**src/rtl/mcs4_phase_gen.sv**
```systemverilog
// MCS-4 two-phase clock, machine-cycle tracker, sync and power-on clear; MCS4_STEP_EN adds single-cycle stepping.
// All outputs registered (one sysclk from tick); no backpressure, clk_en/step act only at the X3 boundary or in HALT.
module mcs4_phase_gen #(
    parameter int SYSCLK_TCY = 50,
    parameter int TCY_NS     = 1350,
    parameter int PW_NS      = 400,
    parameter int GAP12_NS   = 400,
    parameter int POC_CYCLES = 4
) (
    input  logic       sysclk,
    input  logic       reset,
    input  logic       clk_en,
`ifdef MCS4_STEP_EN
    input  logic       step,
`endif
    output logic       clk1,
    output logic       clk2,
    output logic       phase_strobe,
    output logic [2:0] cyc_phase,
    output logic       sync_ref,
    output logic       poc_out
);

    localparam int TCY = (TCY_NS + SYSCLK_TCY - 1) / SYSCLK_TCY;
    localparam int PW  = (PW_NS + SYSCLK_TCY - 1) / SYSCLK_TCY;
    localparam int G   = (GAP12_NS + SYSCLK_TCY - 1) / SYSCLK_TCY;
    localparam int TW  = (TCY > 1) ? $clog2(TCY) : 1;
    localparam int CW  = (POC_CYCLES > 0) ? $clog2(POC_CYCLES + 1) : 1;

    localparam logic [TW-1:0] TICK_LAST = TW'(TCY - 1);
    localparam logic [TW-1:0] C1_OFF    = TW'(PW);
    localparam logic [TW-1:0] C2_ON     = TW'(PW + G);
    localparam logic [TW-1:0] C2_OFF    = TW'(2 * PW + G);
    localparam logic [CW-1:0] POC_LAST  = CW'(POC_CYCLES);

    if (TCY < 2 * PW + G + 1) begin : g_bad_timing
        $error("mcs4_phase_gen: TCY must be at least 2*PW + G + 1 ticks");
    end

    typedef enum logic {ST_HALT, ST_RUN} state_t;

    state_t        state_q, state_d;
    logic [TW-1:0] tick_q, tick_d;
    logic [2:0]    phase_q, phase_d;
    logic [CW-1:0] poc_cnt_q, poc_cnt_d;
    logic          poc_q, poc_d;
    logic          clk1_q, clk1_d;
    logic          clk2_q, clk2_d;
    logic          strobe_q, strobe_d;
    logic          sync_q, sync_d;

    logic boundary;
    logic step_go;
    logic go;
    logic run_d;

    always_comb begin
        state_d   = state_q;
        tick_d    = tick_q;
        phase_d   = phase_q;
        poc_cnt_d = poc_cnt_q;
        poc_d     = poc_q;
        step_go   = 1'b0;
`ifdef MCS4_STEP_EN
        step_go   = step && (state_q == ST_HALT);
`endif
        go        = clk_en || step_go;
        // HALT parks the counters on the X3 last tick, so it shares the boundary decision.
        boundary  = (tick_q == TICK_LAST) && (phase_q == 3'd7);

        if (boundary) begin
            if (go) begin
                state_d = ST_RUN;
                tick_d  = '0;
                phase_d = 3'd0;
                if (state_q == ST_RUN && poc_q) begin
                    poc_cnt_d = poc_cnt_q + CW'(1);
                end
            end else begin
                state_d = ST_HALT;
            end
        end else if (state_q == ST_RUN) begin
            if (tick_q == TICK_LAST) begin
                tick_d  = '0;
                phase_d = phase_q + 3'd1;
            end else begin
                tick_d  = tick_q + TW'(1);
            end
        end

        if (POC_CYCLES == 0 || poc_cnt_d == POC_LAST) begin
            poc_d = 1'b0;
        end

        run_d    = (state_d == ST_RUN);
        clk1_d   = run_d && (tick_d < C1_OFF);
        clk2_d   = run_d && (tick_d >= C2_ON) && (tick_d < C2_OFF);
        strobe_d = run_d && (tick_d == '0);
        sync_d   = run_d && (phase_d == 3'd7);
    end

    always_ff @(posedge sysclk) begin
        if (reset) begin
            state_q   <= ST_HALT;
            tick_q    <= TICK_LAST;
            phase_q   <= 3'd7;
            poc_cnt_q <= '0;
            poc_q     <= 1'b1;
            clk1_q    <= 1'b0;
            clk2_q    <= 1'b0;
            strobe_q  <= 1'b0;
            sync_q    <= 1'b0;
        end else begin
            state_q   <= state_d;
            tick_q    <= tick_d;
            phase_q   <= phase_d;
            poc_cnt_q <= poc_cnt_d;
            poc_q     <= poc_d;
            clk1_q    <= clk1_d;
            clk2_q    <= clk2_d;
            strobe_q  <= strobe_d;
            sync_q    <= sync_d;
        end
    end

    assign clk1         = clk1_q;
    assign clk2         = clk2_q;
    assign phase_strobe = strobe_q;
    assign cyc_phase    = phase_q;
    assign sync_ref     = sync_q;
    assign poc_out      = poc_q;

endmodule

```
**config.mk**
```make
export PLATFORM = sky130hd
export DESIGN_NAME = mcs4_phase_gen
export DESIGN_NICKNAME = d
export VERILOG_FILES = /design/src/rtl/mcs4_phase_gen.sv
export SDC_FILE = /design/constraint.sdc
export NUM_CORES = 1
export LEC_CHECK = 0
export ABC_AREA = 1
export BUFFER_PORTS_ARGS = -buffer_cell sky130_fd_sc_hd__buf_2
export CORE_MARGIN = 8
export CORE_UTILIZATION = 45
export DETAILED_ROUTE_END_ITERATION = 12
export GPL_ROUTABILITY_DRIVEN = 0
export SLEW_MARGIN = 30
export SYNTH_ARGS = -nofsm -noshare
export SYNTH_HDL_FRONTEND = slang
export SYNTH_SLANG_ARGS = --single-unit
```
**constraint.sdc**
```tcl
create_clock -name sysclk -period 2.35 [get_ports sysclk]
set_input_delay 0.3525 -clock sysclk [delete_from_list [all_inputs] [get_ports sysclk]]
set_output_delay 0.3525 -clock sysclk [all_outputs]
set_load 0.1 [all_outputs]
```
* Word-level counts from Yosys, hierarchy flattened
Index checks and enable logic that the tools add are counted.
** Storage, ports and cells
- Memories kept :: 0
- Flip-flop bits (word level) :: 17
- Bits in latches :: 0
- Memory bits (writable) :: 0
- Memory bits (read-only) :: 0
- Output and inout port bits :: 8
** Cells by class
- Add/sub/neg operators :: 3
- Magnitude comparators :: 3
- Reduce and logical (&&, ||, !) cells :: 8
- Shift operators :: 0
- Bitwise operators :: 0
- Multiplexer cells :: 13
- Equal/unequal tests :: 4
- Multipliers :: 0
- Divide/modulo/power cells :: 0
** Operators with widths (count)
- $mux 3 :: 7
- $mux 5 :: 4
- $eq 3x3->1 const B :: 3
- $logic_and 1x1->1 :: 7
- $add 3x1->3 const B :: 2
- $add 5x1->5 const B :: 1
- $eq 5x5->1 const B :: 1
- $ge 5x5->1 const B :: 1
- $logic_not 5->1 :: 1
- $lt 5x4->1 const B :: 1
- $lt 5x5->1 const B :: 1
- $mux 1 :: 2

* Logic depth before layout (Yosys ltp)
Gate-level depths: netlist of run 1.
- Depth in word-level cells :: 7
- Mapped depth :: 11
- Gate-level depth less buffers :: 11

* Worst setup path after synthesis of run 1
Ideal clock, no wire load.
- Path kind :: reg2reg
- Start point :: reg phase_q[0] (netlist: cyc_phase[0])
- End point :: reg poc_q (netlist: poc_out)
- Setup time :: 119 ps
- Data required time :: 2231 ps
- Stages on the path, launching flop included :: 10
- Path slack :: 21 ps
- Data arrival time :: 2210 ps
- Period minus slack after synthesis :: 2329 ps
- Cell sequence :: dfxtp_1 > ha_1 > ha_1 > inv_2 > nor3_2 > nand4_1 > nand2_1 > nand2_1 > nand2_1 > nand2_1
** Between the ends
- Longest elaborated chain between the ends :: 4
** Ends and longest elaborated chain
- from (decl) :: RTL line 44 : logic [2:0] phase_q, phase_d;
- from (signal assigned) :: RTL line 116 : phase_q <= phase_d;
- $eq 3x3->1 :: RTL line 69 : boundary = (tick_q == TICK_LAST) && (phase_q == 3'd7);
- $logic_and 1x1->1 :: RTL line 69
- $mux 3 :: RTL line 71 : if (boundary) begin
- $eq 3x3->1 :: RTL line 91 : if (POC_CYCLES == 0 || poc_cnt_d == POC_LAST) begin
- to (signal assigned) :: RTL line 118 : poc_q <= poc_d;
- to (decl) :: RTL line 46 : logic poc_q, poc_d;
No other way between the ends.
A chain may end at the register's enable or synchronous reset.

* Worst setup path after layout of run 1
Ends and elaborated chain as after synthesis.

==> results of run 1 <==
## synth_stat cells
library cell and count:
nand2_1 34, dfxtp_1 17, inv_1 12, nor2_1 9
nand3_1 8, ha_1 5, a21oi_1 4, nand2_2 4
nand4_1 4, inv_2 3, nor3_1 3, nand3_4 2
o21ai_2 2, or2_1 2, xor2_1 2, buf_4 1
clkinv_2 1, nand3_2 1, nor2_2 1, nor2_8 1
nor3_2 1, o21ai_0 1, o21ai_1 1
## placed cells by master (no fill, tap or decap), types with 3 or more instances in the layout
| cell | n |
|---|---|
| a21oi_1 | 4 |
| buf_2 | 10 |
| nand3_1 | 8 |
| nor2_1 | 9 |
| inv_2 | 3 |
| nand2_2 | 4 |
| inv_1 | 12 |
| nand2_1 | 34 |
| nor3_1 | 3 |
| dfxtp_1 | 17 |
| nand4_1 | 4 |
| ha_1 | 5 |
| clkbuf_4 | 3 |
## critical path, cell delays in order (launching register included)
cell,delay [ns]
dfxtp_1,0.38
ha_1,0.16
ha_1,0.35
inv_2,0.11
nor3_2,0.25
nand4_1,0.14
nand2_1,0.10
nand2_1,0.05
nand2_1,0.05
nand2_1,0.04
## worst paths after layout
| check | slack [ns] | to | cells past startpoint |
|---|---|---|---|
| setup / recovery | 0.63 | poc_out | 9 |
| hold / removal | 0.31 | tick_q[0] | 2 |
| setup reg to reg | 0.63 | poc_out | 9 |
| hold reg to reg | 0.47 | poc_out | 2 |
## kinds of logic after synthesis
family / after synthesis / share of synthesized area [%]
AO/OA/AOI/OAI: 8 / 5.299
XOR/XNOR: 2 / 1.953
adder cells (fa/ha/maj): 5 / 6.974
buffers and inverters: 17 / 7.670
flip-flops: 17 / 37.94
AND/OR/NAND/NOR: 70 / 40.17
## through the flow
step | setup slack (ns) | std cells
3_5_place_dp | 0.6113 | 155
4_1_cts | 0.6013 | 159
2_1_floorplan | 0.02090 | 119
6_report | 0.6259 | 159
3_3_place_gp | 0.6950 | 155
5_1_grt | 0.3727 | 159
## sequential cells by signal (all words and copies together), names as in the netlist
name          count
phase_strobe      1
clk2              1
poc_out           1
tick_q            5
poc_cnt_q         3
sync_ref          1
cyc_phase         3
state_q           1
clk1              1
## layout make-up
cell class                      count  area share, %
Multi-Input combinational cell     85          48.75
Clock buffer                        3          2.250
Timing Repair Buffer               10          5.000
Clock inverter                      1         0.5000
Inverter                           16          6.125
Tap cell                           27          3.375
Sequential cell                    17          34.00
## per-layer routing
layer / wire, µm / vias to the layer above / part of all wire [%]
met4: 0 / 0 / 0
li1: - / 404 / -
met5: 0 / - / 0
met2: 775 / 10 / 46
met1: 863 / 346 / 51
met3: 60 / 0 / 3.5
==> flow_summary_export.csv, run 1 <==
group,metric,value,unit
global_routing,grt_max_degree,11,
detailed_routing,via_per_inst,4.780,
floorplan,dieWidth,60.65,µm
clocking,cts_made_buffers,3,
timing,hold_viol,0,
detailed_routing,route.vias.total,760,
synthesis,syn_nets,127,
setup_path,cp_max_fo,7,
global_routing,grtUsageTotal,10.84,%
outcome,outcome,"finished clean",
clocking,path_clk_slew,0.10,ns
timing,slew_viol_final,0,
timing,setup_tns,0,ns
floorplan,pin_count,11,
place,dp_hpwl,1345,µm
setup_path,crit_arrival,1.91,ns
timing,fmax,580.0,MHz
floorplan,die_y,60.65,µm
synthesis,avgSynthCellArea,7.539,µm²
global_routing,overflow,0,
place,io_buffers,10,
floorplan,start_util,46.68,%
setup_path,end_kind,"register",
place,placed_cell_area,973.4,µm²
synthesis,synth_seq_cells,17,
finish,sequential_cell_area,340.3,µm²
clocking,cts_max_path_buffers,2,
global_routing,antenna_found_initial,0,
finish,drive_gt1_share,22.73,%
setup_path,cp.required,2.53,ns
setup_path,crit_start,"cyc_phase[0]",
synthesis,syn_area,897.1,µm²
synthesis,yosysTopAreaCell,"dfxtp_1",
detailed_routing,firstDrtPassIters,4,
synthesis,ys_seq_area_share,37.94,%
finish,syn_to_final_growth,11.58,%
clocking,cts_setup_buffers,0,
timing,hold_slack,0.3075,ns
clocking,cts_tree,"built",
global_routing,busiest_layer,"met2",
finish,antennaDiodeCount,0,
job,maxCapViolations,0,
clocking,cts_num_sinks,17,
finish,nNetsFinal,141,
floorplan,core.rowCount,16,
timing,period_share,73.37,%
timing,layout_min_cycle_time,1.724,ns
setup_path,crit_type,"register to register",
synthesis,yosys-top-cells-area,"dfxtp_1 (38%), nand2_1 (14%), ha_1 (7.0%)",
synthesis,synth_warnings,0,
detailed_routing,drtAntennaViolNets,0,
clocking,cts_resized,0,
detailed_routing,drc,0,
synthesis,synthCells,119,
timing,max_slew_margin,67.70,%
finish,multi_input_area,488.0,µm²
global_routing,grtUsageMet3,2.754,%
timing,setup_violations,0,
detailed_routing,drt_iter0_markers,19,
global_routing,grt_pass1_vias,724,
clocking,cts_max_level,1,
detailed_routing,routedWlPerCell,10.68,µm
timing,grt_setup_unrepaired,"false",
hold_path,hold_class,"input pin to register",
clocking,hold_buffers,0,
finish,fill_cells,210,
global_routing,grt_pass1_wl,3029,µm
hold_path,worstHoldStart,"reset",
setup_path,crit_path_start_kind,"register",
finish,utilization,52.08,%
clocking,clock-root-buffer,"clkbuf_4",
clocking,clk_latency,0.29,ns
synthesis,synth_cell_types,23,
floorplan,dieArea,3678,µm²
timing,worstMarginPinSlew,0.4878,ns
global_routing,met1_usage,12.99,%
synthesis,synth_top_area_share,37.94,%
floorplan,coreArea,1922,µm²
finish,final_area,1001,µm²
global_routing,grt_util_met2,18.10,%
detailed_routing,wl,1698,µm
setup_path,r2r-start,"cyc_phase[0]",
timing,fin_skew,0.001822,ns
Power of run 1 is left out: the tool's default activity adds up to more than one toggle a clock period on the data nets, which glitch-free logic cannot reach.
==> run 2, diff against run 1 <==
- ABC_AREA: 1 -> 0
- clock period: 2.35 -> 1.7 ns (I/O delays scaled with it)
==> run 2 against run 1 <==
Wire length down 6.6%. Register-to-register slack got worse by 0.55 ns. Die area fell by 7.3%. Core utilization increased by 7.8 points. Global-route usage is 0.64 points lower. Sequential share of layout area grew 0.47 points. Clock skew up 0.0039 ns. Count of clock-buffer cells in the layout grew 1. Synthesized cell count decreased by 24%.
==> flow_summary_export.csv, run 2 <==
group,metric,value,unit
detailed_routing,wl,1586,µm
global_routing,met1_usage,11.17,%
timing,setup_tns,0,ns
global_routing,grt_max_degree,13,
timing,hold_slack,0.2817,ns
clocking,cts_num_sinks,17,
floorplan,dieWidth,58.38,µm
synthesis,synth-compound-area-share,12.23,%
floorplan,core.rowCount,15,
finish,drive_gt1_share,33.02,%
synthesis,yosys.area_share.xor_xnor,5.418,%
timing,period_share,95.59,%
setup_path,slowest_stage,"dfxtp_1",
setup_path,cp.required,1.90,ns
synthesis,syn_area,808.3,µm²
synthesis,avgSynthCellArea,8.981,µm²
floorplan,die_y,58.38,µm
timing,fin_skew,0.005715,ns
outcome,outcome,"finished clean",
synthesis,yosys-top-cells-count,"dfxtp_1 (17), nor2_1 (12), a21oi_1 (6)",
synthesis,yosys-top-cells-area,"dfxtp_1 (42%), ha_1 (7.7%), nor2_1 (5.6%)",
timing,setup_violations,0,
finish,antennaDiodeCount,0,
synthesis,synthMuxAreaShare,3.870,%
clocking,cts_made_buffers,3,
synthesis,synth_seq_cells,17,
setup_path,crit_family,"simple AND/OR/NAND/NOR gates",
synthesis,synthArstFlopShare,0,%
hold_path,hold_depth,2,
job,maxCapViolations,0,
power_and_ir_drop,pwr_density_cell,1961,nW/µm²
finish,sequential_cell_area,352.8,µm²
place,placed_cell_area,930.9,µm²
finish,syn_to_final_growth,26.63,%
synthesis,synth_top_family_by_area,"simple AND/OR/NAND/NOR gates",
setup_path,cp_max_fo,3,
global_routing,overflow,0,
timing,worstMarginPinSlew,0.4901,ns
setup_path,crit_arrival,1.82,ns
place,place_ws,0.03796,ns
global_routing,grt_util_met2,17.01,%
setup_path,reg2reg_depth,7,
setup_path,crit_type,"register to register",
finish,layout_common_cells,"dfxtp_1 (13), nor2_1 (10), buf_2 (10)",
floorplan,pin_count,11,
clocking,path_clk_slew,0.10,ns
synthesis,synth-simple-area-share,24.77,%
floorplan,coreArea,1708,µm²
synthesis,ys_seq_area_share,42.11,%
setup_path,worstPathCellList,"inv_1 -> ha_2 -> and4b_4 -> and2_4 -> mux2i_4 -> a21oi_1 -> and4_1",
power_and_ir_drop,leakage,0.3977,nW
global_routing,grtUsageTotal,10.20,%
synthesis,synthAdderAreaFrac,7.740,%
clocking,cts_max_path_buffers,2,
setup_path,critPathBufInv,1,
setup_path,cp_num_cells,7,
finish,nNetsFinal,115,
finish,layout.cells.non_filler,131,
synthesis,synth_warnings,0,
finish,final_area,1023,µm²
power_and_ir_drop,ir_drop,918.1,µV
timing,grt_setup_unrepaired,"false",
finish,top_register,"tick_q",
finish,layout_commonest_cell,"dfxtp_1",
timing,slew_viol_final,0,
setup_path,end_kind,"register",
detailed_routing,routedWlPerCell,12.11,µm
synthesis,synthCells,90,
detailed_routing,route.vias.total,667,
setup_path,crit_start,"tick_q[0]",
global_routing,grtUsageMet3,4.348,%
timing,layout_min_cycle_time,1.625,ns
clocking,clk_latency,0.29,ns
synthesis,yosysTopAreaCell,"dfxtp_1",
setup_path,r2r-start,"tick_q[0]",
detailed_routing,firstDrtPassIters,4,
detailed_routing,drc,0,
global_routing,antenna_found_initial,0,
place,io_buffers,10,
hold_path,hold_class,"input pin to register",
clocking,cts_tree,"built",
finish,largest_reg_flops,5,
synthesis,synth_cell_types,31,
timing,worst_slack,0.07501,ns
synthesis,synth_most_common_cell,"dfxtp_1",
place,dp_cells,126,
clocking,clock-root-buffer,"clkbuf_4",
synthesis,synth_top_area_share,42.11,%
floorplan,start_util,47.33,%
finish,fill_cells,158,
finish,multi_input_area,510.5,µm²
global_routing,busiest_layer,"met2",
floorplan,dieArea,3408,µm²
synthesis,ys.flop_type,"dfxtp_1",
setup_path,cpPeakStageDelay,0.32,ns
timing,fmax,615.4,MHz
setup_path,crit_path_start_kind,"register",
place,dp_hpwl,1190,µm
detailed_routing,drtAntennaViolNets,0,
clocking,cts_max_level,1,
timing,hold_viol,0,
global_routing,grt_pass1_vias,658,
hold_path,worstHoldStart,"reset",
global_routing,grt_pass1_wl,2711,µm
timing,max_slew_margin,67.55,%
detailed_routing,via_per_inst,5.092,
synthesis,synth-edff-count,0,
synthesis,syn_nets,98,
detailed_routing,drt_iter0_markers,6,
run 2: changes by cell type after synthesis, sizes merged, moves of 3 or more:
cell	previous run	this run
o21ai	4	7
a31oi	0	3
xnor2	0	3
inv	15	4
nand3	11	0
nand2	38	5
run 2: routing by layer:
layer	routed length [µm]	up-vias
met2	727	11
li1	-	348
met3	92	2
met5	0	-
met4	13	0
met1	753	306
run 2: what timing repair did:
action,4_1_cts,5_1_grt
gates resized for setup,0,11
setup endpoints to repair,0,5
hold buffers,0,0
setup buffers,0,1
run 2: worst paths after layout:
kind	end	slack, ns
min	tick_q[2]	0.28
max	phase_strobe	0.08
min reg2reg	poc_out	0.51
max reg2reg	phase_strobe	0.08
run 2: worst register-to-register path, delay by kind of cell, from the launching register on:
kind            cells  cell delay [ns]
simple gates        3             0.62
flops               1             0.32
mux                 1             0.22
fa+ha+maj           1             0.21
compound gates      1             0.10
buf+inv             1             0.05
run 2: cells by family after synthesis:
| family | after synthesis |
|---|---|
| buffers and inverters | 7 |
| AO/OA/AOI/OAI | 18 |
| adder cells (fa/ha/maj) | 5 |
| XOR/XNOR | 5 |
| AND/OR/NAND/NOR | 35 |
| flip-flops | 17 |
| multiplexers | 3 |
run 2: through the flow:
stage          utilization, %  power [mW]
2_1_floorplan               -       1.452
3_3_place_gp            54.51       1.623
3_5_place_dp            54.51       1.629
4_1_cts                 56.04       1.845
5_1_grt                 59.93       2.158
6_report                59.93       2.007
run 2: power by group:
part / internal (mW) / leakage (nW) / total [mW] / switching (mW)
Combinational: 0.442 / 0.244 / 1.19 / 0.744
Sequential: 0.500 / 0.139 / 0.601 / 0.101
Clock: 0.0913 / 0.0150 / 0.221 / 0.129
Total: 1.03 / 0.398 / 2.01 / 0.975
run 2: area by class of cell:
type	count	area share, %
clock buffers	4	2.567
inverters	4	1.467
repair buffers	15	8.557
flip-flops and latches	17	34.47
well taps	25	3.056
multi-input cells	66	49.88
(Power assumes the default switching activity.)
